### src/rtl/mips_pkg.sv
// Shared MIPS decode definitions: opcode constants and the decoded-record layout.
// Wide fields are sized for the largest legal XLEN; narrower stages use the low bits.
package mips_pkg;

  localparam logic [5:0] OP_RTYPE = 6'h00;
  localparam logic [5:0] OP_J     = 6'h02;
  localparam logic [5:0] OP_JAL   = 6'h03;
  localparam logic [5:0] OP_ANDI  = 6'h0C;
  localparam logic [5:0] OP_ORI   = 6'h0D;
  localparam logic [5:0] OP_XORI  = 6'h0E;
  localparam logic [5:0] OP_LUI   = 6'h0F;

  localparam int XLEN_MAX = 64;

  typedef struct packed {
    logic [5:0]          op;
    logic [4:0]          rs;
    logic [4:0]          rt;
    logic [4:0]          rd;
    logic [4:0]          shamt;
    logic [5:0]          funct;
    logic [XLEN_MAX-1:0] imm_ext;
    logic [XLEN_MAX-1:0] jtarget;
    logic [XLEN_MAX-1:0] pc;
    logic                is_rtype;
    logic                is_nop;
  } decoded_t;

  // Logical immediates are zero-extended rather than sign-extended.
  function automatic logic is_zext_op(input logic [5:0] op);
    return (op == OP_ANDI) || (op == OP_ORI) || (op == OP_XORI);
  endfunction

endpackage

### src/rtl/skid_buffer.sv
// Two-entry skid buffer: main entry drives the outputs, skid entry absorbs one
// extra record so in_ready can be a pure register.
module skid_buffer #(
  parameter int W = 8
) (
  input  logic         clk,
  input  logic         reset,
  input  logic         flush,
  input  logic         in_valid,
  output logic         in_ready,
  input  logic [W-1:0] in_data,
  output logic         out_valid,
  input  logic         out_ready,
  output logic [W-1:0] out_data
);

  typedef enum logic [1:0] {EMPTY = 2'd0, ONE = 2'd1, FULL = 2'd2} state_t;

  state_t       state_r;
  logic [W-1:0] main_r;
  logic [W-1:0] skid_r;
  logic         in_ready_r;
  logic         out_valid_r;
  logic         acc_s;
  logic         con_s;

  assign acc_s     = in_valid && in_ready_r;
  assign con_s     = out_valid_r && out_ready;
  assign in_ready  = in_ready_r;
  assign out_valid = out_valid_r;
  assign out_data  = main_r;

  // Occupancy FSM; handshake flags are updated alongside the state they mirror.
  always_ff @(posedge clk) begin
    if (reset) begin
      state_r     <= EMPTY;
      main_r      <= {W{1'b0}};
      skid_r      <= {W{1'b0}};
      in_ready_r  <= 1'b1;
      out_valid_r <= 1'b0;
    end else if (flush) begin
      state_r     <= EMPTY;
      in_ready_r  <= 1'b1;
      out_valid_r <= 1'b0;
    end else begin
      case (state_r)
        EMPTY: begin
          if (acc_s) begin
            main_r      <= in_data;
            state_r     <= ONE;
            out_valid_r <= 1'b1;
          end
        end
        ONE: begin
          if (acc_s && !con_s) begin
            skid_r     <= in_data;
            state_r    <= FULL;
            in_ready_r <= 1'b0;
          end else if (con_s && !acc_s) begin
            state_r     <= EMPTY;
            out_valid_r <= 1'b0;
          end else if (acc_s) begin
            main_r <= in_data;
          end
        end
        FULL: begin
          if (con_s) begin
            main_r     <= skid_r;
            state_r    <= ONE;
            in_ready_r <= 1'b1;
          end
        end
        default: begin
          state_r     <= EMPTY;
          in_ready_r  <= 1'b1;
          out_valid_r <= 1'b0;
        end
      endcase
    end
  end

endmodule

### src/rtl/instr_decode_stage.sv
// MIPS instruction field decoder: combinational decode of the incoming word,
// result held in a two-entry skid buffer with flush support.
module instr_decode_stage
  import mips_pkg::*;
#(
  parameter int XLEN = 32
) (
  input  logic            clk,
  input  logic            reset,
  input  logic            flush,
  input  logic            in_valid,
  output logic            in_ready,
  input  logic [31:0]     in_instr,
  input  logic [XLEN-1:0] in_pc,
  output logic            out_valid,
  input  logic            out_ready,
  output logic [5:0]      out_op,
  output logic [4:0]      out_rs,
  output logic [4:0]      out_rt,
  output logic [4:0]      out_rd,
  output logic [4:0]      out_shamt,
  output logic [5:0]      out_funct,
  output logic [XLEN-1:0] out_imm_ext,
  output logic [XLEN-1:0] out_jtarget,
  output logic [XLEN-1:0] out_pc,
  output logic            out_is_rtype,
  output logic            out_is_nop
);

  decoded_t        dec_s;
  decoded_t        head_s;
  logic [15:0]     imm16_s;
  logic [31:0]     lui_s;
  logic [XLEN-1:0] imm_s;
  logic [XLEN-1:0] p4_s;
  logic [XLEN-1:0] jt_s;
  logic            unused_s;

  assign imm16_s = in_instr[15:0];
  assign lui_s   = {imm16_s, 16'h0000};
  assign p4_s    = in_pc + XLEN'(32'd4);
  assign jt_s    = {p4_s[XLEN-1:28], in_instr[25:0], 2'b00};

  // Immediate extension chosen by opcode.
  always_comb begin
    imm_s = XLEN'($signed(imm16_s));
    if (is_zext_op(in_instr[31:26])) begin
      imm_s = XLEN'(imm16_s);
    end else if (in_instr[31:26] == OP_LUI) begin
      imm_s = XLEN'($signed(lui_s));
    end else begin
      imm_s = XLEN'($signed(imm16_s));
    end
  end

  // Assemble the decoded record for the buffer.
  always_comb begin
    dec_s.op       = in_instr[31:26];
    dec_s.rs       = in_instr[25:21];
    dec_s.rt       = in_instr[20:16];
    dec_s.rd       = in_instr[15:11];
    dec_s.shamt    = in_instr[10:6];
    dec_s.funct    = in_instr[5:0];
    dec_s.imm_ext  = XLEN_MAX'(imm_s);
    dec_s.jtarget  = XLEN_MAX'(jt_s);
    dec_s.pc       = XLEN_MAX'(in_pc);
    dec_s.is_rtype = (in_instr[31:26] == OP_RTYPE);
    dec_s.is_nop   = (in_instr == 32'h0000_0000);
  end

  skid_buffer #(
    .W($bits(decoded_t))
  ) u_buf (
    .clk       (clk),
    .reset     (reset),
    .flush     (flush),
    .in_valid  (in_valid),
    .in_ready  (in_ready),
    .in_data   (dec_s),
    .out_valid (out_valid),
    .out_ready (out_ready),
    .out_data  (head_s)
  );

  assign out_op       = head_s.op;
  assign out_rs       = head_s.rs;
  assign out_rt       = head_s.rt;
  assign out_rd       = head_s.rd;
  assign out_shamt    = head_s.shamt;
  assign out_funct    = head_s.funct;
  assign out_imm_ext  = head_s.imm_ext[XLEN-1:0];
  assign out_jtarget  = head_s.jtarget[XLEN-1:0];
  assign out_pc       = head_s.pc[XLEN-1:0];
  assign out_is_rtype = head_s.is_rtype;
  assign out_is_nop   = head_s.is_nop;

  // Upper record bits beyond XLEN and the low PC+4 bits are intentionally dropped.
  assign unused_s = ^{head_s.imm_ext, head_s.jtarget, head_s.pc, p4_s[27:0]};

endmodule

### config.mk
export PLATFORM = sky130hd
export DESIGN_NAME = instr_decode_stage
export DESIGN_NICKNAME = d
export VERILOG_FILES = /design/src/rtl/mips_pkg.sv /design/src/rtl/skid_buffer.sv /design/src/rtl/instr_decode_stage.sv
export SDC_FILE = /design/constraint.sdc
export NUM_CORES = 1
export LEC_CHECK = 0
export BUFFER_PORTS_ARGS = -buffer_cell sky130_fd_sc_hd__buf_2
export CAP_MARGIN = 20
export CORE_ASPECT_RATIO = 0.5
export CORE_MARGIN = 4
export CORE_UTILIZATION = 61
export CTS_CLUSTER_SIZE = 8
export DETAILED_ROUTE_END_ITERATION = 6
export PLACE_DENSITY = 0.82
export SLEW_MARGIN = 25
export SYNTH_ARGS = -nofsm -noshare
export SYNTH_HDL_FRONTEND = slang
export SYNTH_HIERARCHICAL = 1
export SYNTH_SLANG_ARGS = --single-unit
### constraint.sdc
create_clock -name clk -period 2.8 [get_ports clk]
set_clock_uncertainty 0.2 [all_clocks]
set_input_delay 0.28 -clock clk [delete_from_list [all_inputs] [get_ports clk]]
set_output_delay 0.28 -clock clk [all_outputs]
set_load 0.1 [all_outputs]
==> results.py, run 1 <==
metrics = {
    "die": {
        "fp.dieW_um": 200,
        "dieHeight_um": 104,
        "core_area_um2": 17700,
        "core.rowCount": 34,
        "start_util_pct": 63.5,
        "dieArea_um2": 20800,
        "io-pin-count": 201,
    },
    "finish": {
        "num-nets-final": 1552,
        "seqCellArea_um2": 5290,
        "final_cell_mix": "nand2_1 (271), dfxtp_1 (262), buf_2 (199), a21oi_1 (134), inv_1 (132)",
        "area_growth_pct": 23.6,
        "diodes": 0,
        "n_fill_cell": 1154,
        "fin_cells": 1715,
        "final_common_cell": "nand2_1",
        "multi_input_area_um2": 4780,
        "drive_above_1_share_pct": 23.8,
    },
    "detailed_routing": {
        "drtIter0Drc": 914,
        "vias": 10500,
        "drc": 0,
        "viasPerCell": 6.12,
        "route.detailed.wl_per_inst_um": 18.9,
        "drt-total-wl_um": 32400,
        "final_antenna_net_count": 0,
        "drt_first_pass_iters": 6,
    },
    "grt": {
        "grt_pass1_vias": 10400,
        "grt_max_degree": 103,
        "antenna_found_initial": 0,
        "grt_pass1_wl_um": 52500,
        "overflow": 0,
        "grt_usage_pct": 30.0,
    },
    "worst_hold_path": {
        "hp-class": "input port to flip-flop",
        "whs_endpoint": "u_buf/state_r[0]",
        "worstHoldStart": "in_valid",
        "min_path_cells": 5,
    },
    "setup_path": {
        "path_class": "input port to flip-flop",
        "startpoint_type": "input port",
        "r2r_start": "u_buf/in_ready",
        "cp-end-kind": "flip-flop",
        "critPathArrivalTime_ps": 2770,
        "worstReg2RegEnd": "u_buf/out_data[12]",
        "critPathMaxFanout": 41,
        "rrSetupSlack_ps": 260,
        "startpoint": "out_ready",
        "required_ps": 2960,
        "r2r_cells": 8,
    },
    "placed_design": {
        "dp_hpwl_um": 18800,
        "gp_congestion": 0.798,
        "dpl.cell_count": 1608,
        "port_buffers": 200,
    },
    "synth": {
        "avgSynthCellArea_um2": 8.66,
        "syn_area_um2": 11200,
        "synth_cells": 1297,
        "ys_warn_count": 6,
    },
    "clock_tree": {
        "htree_levels": 2,
        "cts_resized": 0,
        "cts_buffers": 38,
        "insertion_delay_ps": 500,
        "cts_hold_buf": 66,
        "clk_path_buf_depth": 3,
        "cts_tree": "yes",
        "clock_sink_count": 264,
        "post-cts-setup-buffers": 0,
        "cts.clk_slew.worst_paths_ps": 50,
        "cts_root_buf": "clkbuf_16",
    },
    "pwr": {
        "pwr-share-comb_pct": 20.1,
        "ir_drop_uv": 441,
        "p_switching_w": 0.00320,
        "internal_power_w": 0.00693,
        "switching_share_pct": 31.6,
        "power_frac_seq_pct": 39.7,
        "leakagePower_nw": 5.41,
        "power.density_nw_per_um2": 729,
        "pwr-share-clk_pct": 40.1,
    },
    "timing": {
        "final-max-slew-violation-count": 0,
        "finalCriticalPeriod_ps": 2600,
        "fmax_mhz": 384,
        "fin_crit_sh_pct": 93.0,
        "slew_headroom_pct": 49.6,
        "tightest_slew_ps": 755,
        "hold_viol": 0,
        "tns_ps": 0,
        "finalSetupViolCount": 0,
        "rsz0062_at_grt": "false",
    },
    "flow_run": {
        "drv_cap": 0,
    },
    "run_status": {
        "status": "finished, final reports clean",
    },
}
## power groups by stage
stage                     clock (W)  combinational, W  sequential (W)
after floorplan                   0          0.000593         0.00506
after global placement            0           0.00191         0.00409
after detailed placement          0           0.00194         0.00409
after CTS                   0.00410           0.00202         0.00402
after global routing        0.00429           0.00212         0.00403
final                       0.00407           0.00204         0.00402
## sequential cells by signal, indices dropped and copies added (netlist names)
name / flops
u_buf/out_data: 130
u_buf/skid_r: 130
u_buf/state_r: 2
u_buf/in_ready: 1
u_buf/out_valid: 1
## worst max-delay path, stage by stage
cell	delay (ps)
dlygate4sd3_1	560
buf_2	160
nand2_1	110
inv_1	50
ha_1	200
o21a_1	200
a211oi_4	380
nand2_8	80
buf_4	300
a221oi_1	410
## stage by stage
step                      instance area (um2)  hold WS, ps  power, W  utilization [%]  worst slack (ps)
final                                   13900         64.5    0.0101             78.5               197
after floorplan                         11200          152   0.00566                -               297
after CTS                               13900         53.2    0.0101             78.4               312
after global routing                    13900          115    0.0104             78.5               116
after global placement                  12200          241   0.00600             68.9               302
after detailed placement                12200          246   0.00603             68.9               253
## layout make-up
| cell class | count | area share [%] |
|---|---|---|
| tap | 234 | 2.11 |
| inverter | 132 | 3.57 |
| clock buffer | 41 | 7.39 |
| sequential | 264 | 38.1 |
| multi-input combinational | 755 | 34.4 |
| timing repair buffer | 289 | 14.5 |
## how the worst max path moves through the flow
stage                     endpoint  slack (ps)  depth (start not counted)
2_1_floorplan  u_buf/out_data[203]         300                          8
3_3_place_gp   u_buf/out_data[217]         300                          9
3_5_place_dp   u_buf/out_data[217]         250                          9
4_1_cts        u_buf/out_data[217]         310                         10
5_1_grt         u_buf/out_data[19]         120                         10
6_report        u_buf/out_data[12]         200                         10
## metal layers
layer  vias to the layer above  routed length, um  track usage, %
li1                       4890                  -               -
met1                      5028              13400            39.1
met2                       483              15500            49.0
met3                        91               2630            7.09
met4                         0                888            10.6
met5                         -                  0               0
(Power assumes the default switching activity.)
==> run 2: changes to the inputs <==
Settings changed: CORE_ASPECT_RATIO 0.5 to not set.
==> run 2 against run 1 <==
Net effect:
- core utilization decreased by 1.5 points
- routed wire length decreased by 1.1%
- power down 0.15%
- sequential power barely moved
- largest cell class unchanged
- largest power group unchanged
- critical path type is now flip-flop to flip-flop
- highest routed layer is now met5
==> results.py, run 2 (synthesis gave the netlist of run 1 again) <==
metrics = {
    "detailed_routing": {
        "viasPerCell": 6.13,
        "route.detailed.wl_per_inst_um": 18.7,
        "drt_first_pass_iters": 5,
        "vias": 10500,
        "final_antenna_net_count": 0,
        "drtIter0Drc": 1022,
        "drc": 0,
        "drt-total-wl_um": 32000,
    },
    "worst_hold_path": {
        "worstHoldStart": "in_valid",
        "min_path_cells": 5,
        "hp-class": "input port to flip-flop",
        "whs_endpoint": "u_buf/state_r[0]",
    },
    "pwr": {
        "pwr-share-clk_pct": 40.1,
        "pwr-share-comb_pct": 20.1,
        "leakagePower_nw": 5.40,
        "p_switching_w": 0.00319,
        "finalPower_w": 0.0101,
        "power.density_nw_per_um2": 729,
        "power_frac_seq_pct": 39.8,
        "switching_share_pct": 31.5,
        "ir_drop_uv": 663,
        "internal_power_w": 0.00692,
    },
    "finish": {
        "num-nets-final": 1552,
        "final_common_cell": "nand2_1",
        "area_growth_pct": 23.6,
        "fin_util_pct": 77.0,
        "final_cell_mix": "nand2_1 (271), dfxtp_1 (262), buf_2 (199), a21oi_1 (134), inv_1 (132)",
        "drive_above_1_share_pct": 23.8,
        "diodes": 0,
        "design_area_um2": 13900,
    },
    "timing": {
        "fmax_mhz": 394,
        "fin_crit_sh_pct": 90.5,
        "hold_viol": 0,
        "finalSetupViolCount": 0,
        "tightest_slew_ps": 844,
        "slew_headroom_pct": 43.7,
        "rsz0062_at_grt": "false",
        "final-max-slew-violation-count": 0,
        "tns_ps": 0,
        "finalCriticalPeriod_ps": 2540,
    },
    "die": {
        "dieHeight_um": 144,
        "start_util_pct": 62.3,
        "dieArea_um2": 20600,
        "fp.dieW_um": 144,
        "io-pin-count": 201,
        "core.rowCount": 49,
        "core_area_um2": 18000,
    },
    "clock_tree": {
        "cts.clk_slew.worst_paths_ps": 50,
        "htree_levels": 2,
        "clk_path_buf_depth": 3,
        "cts_tree": "yes",
        "cts_root_buf": "clkbuf_16",
        "cts_buffers": 38,
        "post-cts-setup-buffers": 0,
        "clock_sink_count": 264,
        "cts_resized": 0,
        "insertion_delay_ps": 510,
    },
    "placed_design": {
        "dp_hpwl_um": 18100,
        "gp_congestion": 0.887,
        "dpl_cell_area_um2": 12200,
        "port_buffers": 200,
    },
    "grt": {
        "overflow": 0,
        "grt.met3_usage_pct": 7.32,
        "grt_usage_pct": 30.3,
        "top_usage_layer": "met2",
        "use_met2_pct": 51.3,
        "grt_max_degree": 81,
        "grt_pass1_wl_um": 51500,
        "grt_pass1_vias": 10300,
        "use_met1_pct": 36.9,
        "antenna_found_initial": 1,
    },
    "setup_path": {
        "worstReg2RegEnd": "u_buf/out_data[130]",
        "cp-end-kind": "flip-flop",
        "critPathMaxFanout": 55,
        "startpoint": "u_buf/in_ready",
        "critPathSlowestCell": "a221oi_2",
        "r2r_cells": 8,
        "rrSetupSlack_ps": 260,
        "crit_family": "compound AO/OA/AOI/OAI gates",
        "required_ps": 3010,
        "crit_path_max_incr_delay_ps": 340,
        "r2r_start": "u_buf/in_ready",
        "critPathArrivalTime_ps": 2740,
        "critPathBufInv": 2,
        "path_class": "flip-flop to flip-flop",
        "path_depth": 8,
        "startpoint_type": "flip-flop",
        "crit_chain": "nand2_1 -> inv_1 -> ha_1 -> o21a_1 -> a211oi_4 -> nand2_8 -> buf_12 -> a221oi_2",
    },
    "flow_run": {
        "drv_cap": 0,
    },
    "run_status": {
        "status": "finished, final reports clean",
    },
}
==> run 2: cell counts in the layout (fill, tap and decap cells not counted) <==
No cell type changed its count.
==> run 2: timing repair <==
action                                  4_1_cts  5_1_grt
hold buffers                                 66        0
hold endpoints to repair                    150        0
endpoints found under the setup margin        0        0
==> run 2: how the worst max path moves through the flow <==
stage,to,slack [ps]
3_5_place_dp,u_buf/out_data[33],240
5_1_grt,u_buf/out_data[28],160
6_report,u_buf/out_data[130],260
4_1_cts,u_buf/out_data[26],270
2_1_floorplan,u_buf/out_data[203],300
3_3_place_gp,u_buf/out_data[219],310
==> run 2: area by class of cell <==
cell class | count | area, um2
Sequential cell | 264 | 5290
Tap cell | 229 | 287
Timing Repair Buffer | 289 | 2010
Clock buffer | 41 | 1030
Fill cell | 1209 | 4150
Inverter | 132 | 495
Multi-Input combinational cell | 755 | 4780
==> run 2: metrics by stage <==
| step | worst slack [ps] | cells | hold WS, ps |
|---|---|---|---|
| final | 265 | 1710 | 32.0 |
| after global routing | 161 | 1710 | 43.6 |
| after CTS | 273 | 1710 | 9.80 |
| after detailed placement | 235 | 1603 | 247 |
| after global placement | 313 | 1603 | 241 |
| after floorplan | 297 | 1300 | 152 |
==> run 2: power groups by stage <==
stage	clock network, W	registers [W]	logic [W]
after global placement	0	0.00409	0.00192
final	0.00406	0.00403	0.00203
after CTS	0.00409	0.00402	0.00201
after detailed placement	0	0.00409	0.00194
after global routing	0.00427	0.00404	0.00212
after floorplan	0	0.00506	0.000593
==> run 2: per-layer routing <==
| metal | wire length [um] | up-vias |
|---|---|---|
| met5 | 13 | - |
| met4 | 1120 | 2 |
| met3 | 3020 | 97 |
| met2 | 15500 | 531 |
| met1 | 12300 | 4957 |
| li1 | - | 4887 |
==> run 2: worst register-to-register path, cell delays in order (launching register included) <==
cell and delay, ps:
dfxtp_2 320, nand2_1 120, inv_1 130, ha_1 270, o21a_1 230, a211oi_4 330
nand2_8 190, buf_12 230, a221oi_2 440
==> run 3: changes to the inputs <==
Settings changed: REMOVE_ABC_BUFFERS set to 1.
==> run 3 against run 2 <==
Net effect:
- core utilization is 0.31 points higher
- largest power group unchanged
- critical endpoint is now u_buf/out_data[16]
- non-clock buffer count is 1 higher
- power is 0.38% lower
- sequential power hardly changed
==> results.py, run 3 (synthesis gave the netlist of run 1 again) <==
metrics = {
    "pwr": {
        "pwr-share-comb_pct": 20.1,
        "switching_share_pct": 31.2,
        "pwr-share-clk_pct": 40.0,
        "ir_drop_uv": 780,
        "p_switching_w": 0.00314,
        "leakagePower_nw": 5.43,
        "power_frac_seq_pct": 40.0,
        "internal_power_w": 0.00693,
        "power.density_nw_per_um2": 723,
    },
    "clock_tree": {
        "cts_hold_buf": 66,
        "post-cts-setup-buffers": 0,
        "cts_buffers": 38,
        "htree_levels": 2,
        "cts.clk_slew.worst_paths_ps": 50,
        "cts_root_buf": "clkbuf_16",
        "clock_sink_count": 264,
        "clk_path_buf_depth": 3,
        "cts_tree": "yes",
        "insertion_delay_ps": 500,
        "cts_resized": 0,
    },
    "detailed_routing": {
        "drtIter0Drc": 1217,
        "viasPerCell": 6.07,
        "vias": 10400,
        "route.detailed.wl_per_inst_um": 18.0,
        "drc": 0,
        "drt-total-wl_um": 30800,
        "final_antenna_net_count": 0,
        "drt_first_pass_iters": 5,
    },
    "grt": {
        "grt_usage_pct": 28.7,
        "grt_max_degree": 98,
        "overflow": 0,
        "antenna_found_initial": 0,
        "grt_pass1_vias": 9862,
        "grt_pass1_wl_um": 49000,
    },
    "setup_path": {
        "cp-end-kind": "flip-flop",
        "r2r_start": "u_buf/in_ready",
        "critPathSlowestCell": "a211oi_4",
        "r2r_cells": 8,
        "crit_path_max_incr_delay_ps": 400,
        "required_ps": 3000,
        "startpoint": "u_buf/in_ready",
        "worstReg2RegEnd": "u_buf/out_data[16]",
        "critPathArrivalTime_ps": 2720,
        "path_depth": 8,
        "rrSetupSlack_ps": 270,
        "critPathBufInv": 2,
        "crit_chain": "nand2_1 -> inv_1 -> ha_1 -> o21a_1 -> a211oi_4 -> nand2_8 -> buf_12 -> a221oi_1",
        "startpoint_type": "flip-flop",
        "critPathMaxFanout": 66,
        "crit_family": "compound AO/OA/AOI/OAI gates",
        "path_class": "flip-flop to flip-flop",
    },
    "worst_hold_path": {
        "hp-class": "input port to flip-flop",
        "worstHoldStart": "in_valid",
        "whs_endpoint": "u_buf/state_r[0]",
        "min_path_cells": 5,
    },
    "die": {
        "core.rowCount": 49,
        "dieArea_um2": 20600,
        "core_area_um2": 18000,
        "dieHeight_um": 144,
        "fp.dieW_um": 144,
        "io-pin-count": 201,
        "start_util_pct": 62.3,
    },
    "run_status": {
        "status": "finished, final reports clean",
    },
    "timing": {
        "finalCriticalPeriod_ps": 2530,
        "fin_crit_sh_pct": 90.3,
        "fmax_mhz": 396,
        "rsz0062_at_grt": "false",
        "final-max-slew-violation-count": 0,
        "tns_ps": 0,
        "tightest_slew_ps": 730,
        "hold_ws_ps": 37.9,
        "hold_viol": 0,
        "finalSetupViolCount": 0,
        "slew_headroom_pct": 51.3,
    },
    "placed_design": {
        "dpl_cell_area_um2": 12200,
        "dp_hpwl_um": 17100,
        "gp_congestion": 0.841,
        "port_buffers": 200,
    },
    "finish": {
        "seqCellArea_um2": 5290,
        "design_area_um2": 13900,
        "area_growth_pct": 24.1,
        "n_fill_cell": 1195,
        "diodes": 0,
        "num-nets-final": 1553,
        "final_cell_mix": "nand2_1 (271), dfxtp_1 (264), buf_2 (199), a21oi_1 (134), inv_1 (132)",
        "final_common_cell": "nand2_1",
        "drive_above_1_share_pct": 23.8,
        "multi_input_area_um2": 4780,
    },
    "flow_run": {
        "drv_cap": 0,
    },
}
==> run 3: layout make-up <==
| cell class | instances | area share, % |
|---|---|---|
| Sequential cell | 264 | 37.9 |
| Tap cell | 229 | 2.06 |
| Clock buffer | 41 | 7.36 |
| Timing Repair Buffer | 290 | 14.8 |
| Inverter | 132 | 3.56 |
| Multi-Input combinational cell | 755 | 34.3 |
==> run 3: metrics by stage <==
stage	power, W	setup WS, ps	util [%]	std cells
after floorplan	0.00555	-10900	-	1151
after global placement	0.00600	343	67.9	1604
after detailed placement	0.00602	303	67.9	1604
after CTS	0.0101	325	77.3	1711
after global routing	0.0104	167	77.3	1711
final	0.0101	272	77.3	1711
==> run 3: power groups by stage <==
stage | Sequential, W | Combinational [W] | Clock, W
2_1_floorplan | 0.00507 | 0.000483 | 0
3_3_place_gp | 0.00409 | 0.00191 | 0
3_5_place_dp | 0.00409 | 0.00193 | 0
4_1_cts | 0.00402 | 0.00201 | 0.00408
5_1_grt | 0.00404 | 0.00211 | 0.00426
6_report | 0.00402 | 0.00202 | 0.00403
==> run 3: worst max path at each step <==
stage | end | slack (ps)
CTS | u_buf/out_data[29] | 320
detailed placement | u_buf/out_data[16] | 300
global placement | u_buf/out_data[27] | 340
floorplan | u_buf/out_data[130] | -10900
finish | u_buf/out_data[16] | 270
global route | u_buf/out_data[29] | 170
==> run 3: worst reg2reg max path, stage by stage, from the launching register on <==
cell	delay (ps)
dfxtp_1	310
nand2_1	130
inv_1	140
ha_1	250
o21a_1	220
a211oi_4	400
nand2_8	90
buf_12	220
a221oi_1	450
==> run 3: layer usage <==
layer,vias to the layer above,routed length [um],track usage [%]
met5,-,0,0
met4,0,899,10.4
met3,75,2590,6.52
met2,499,15200,47.6
met1,4921,12100,37.0
li1,4896,-,-
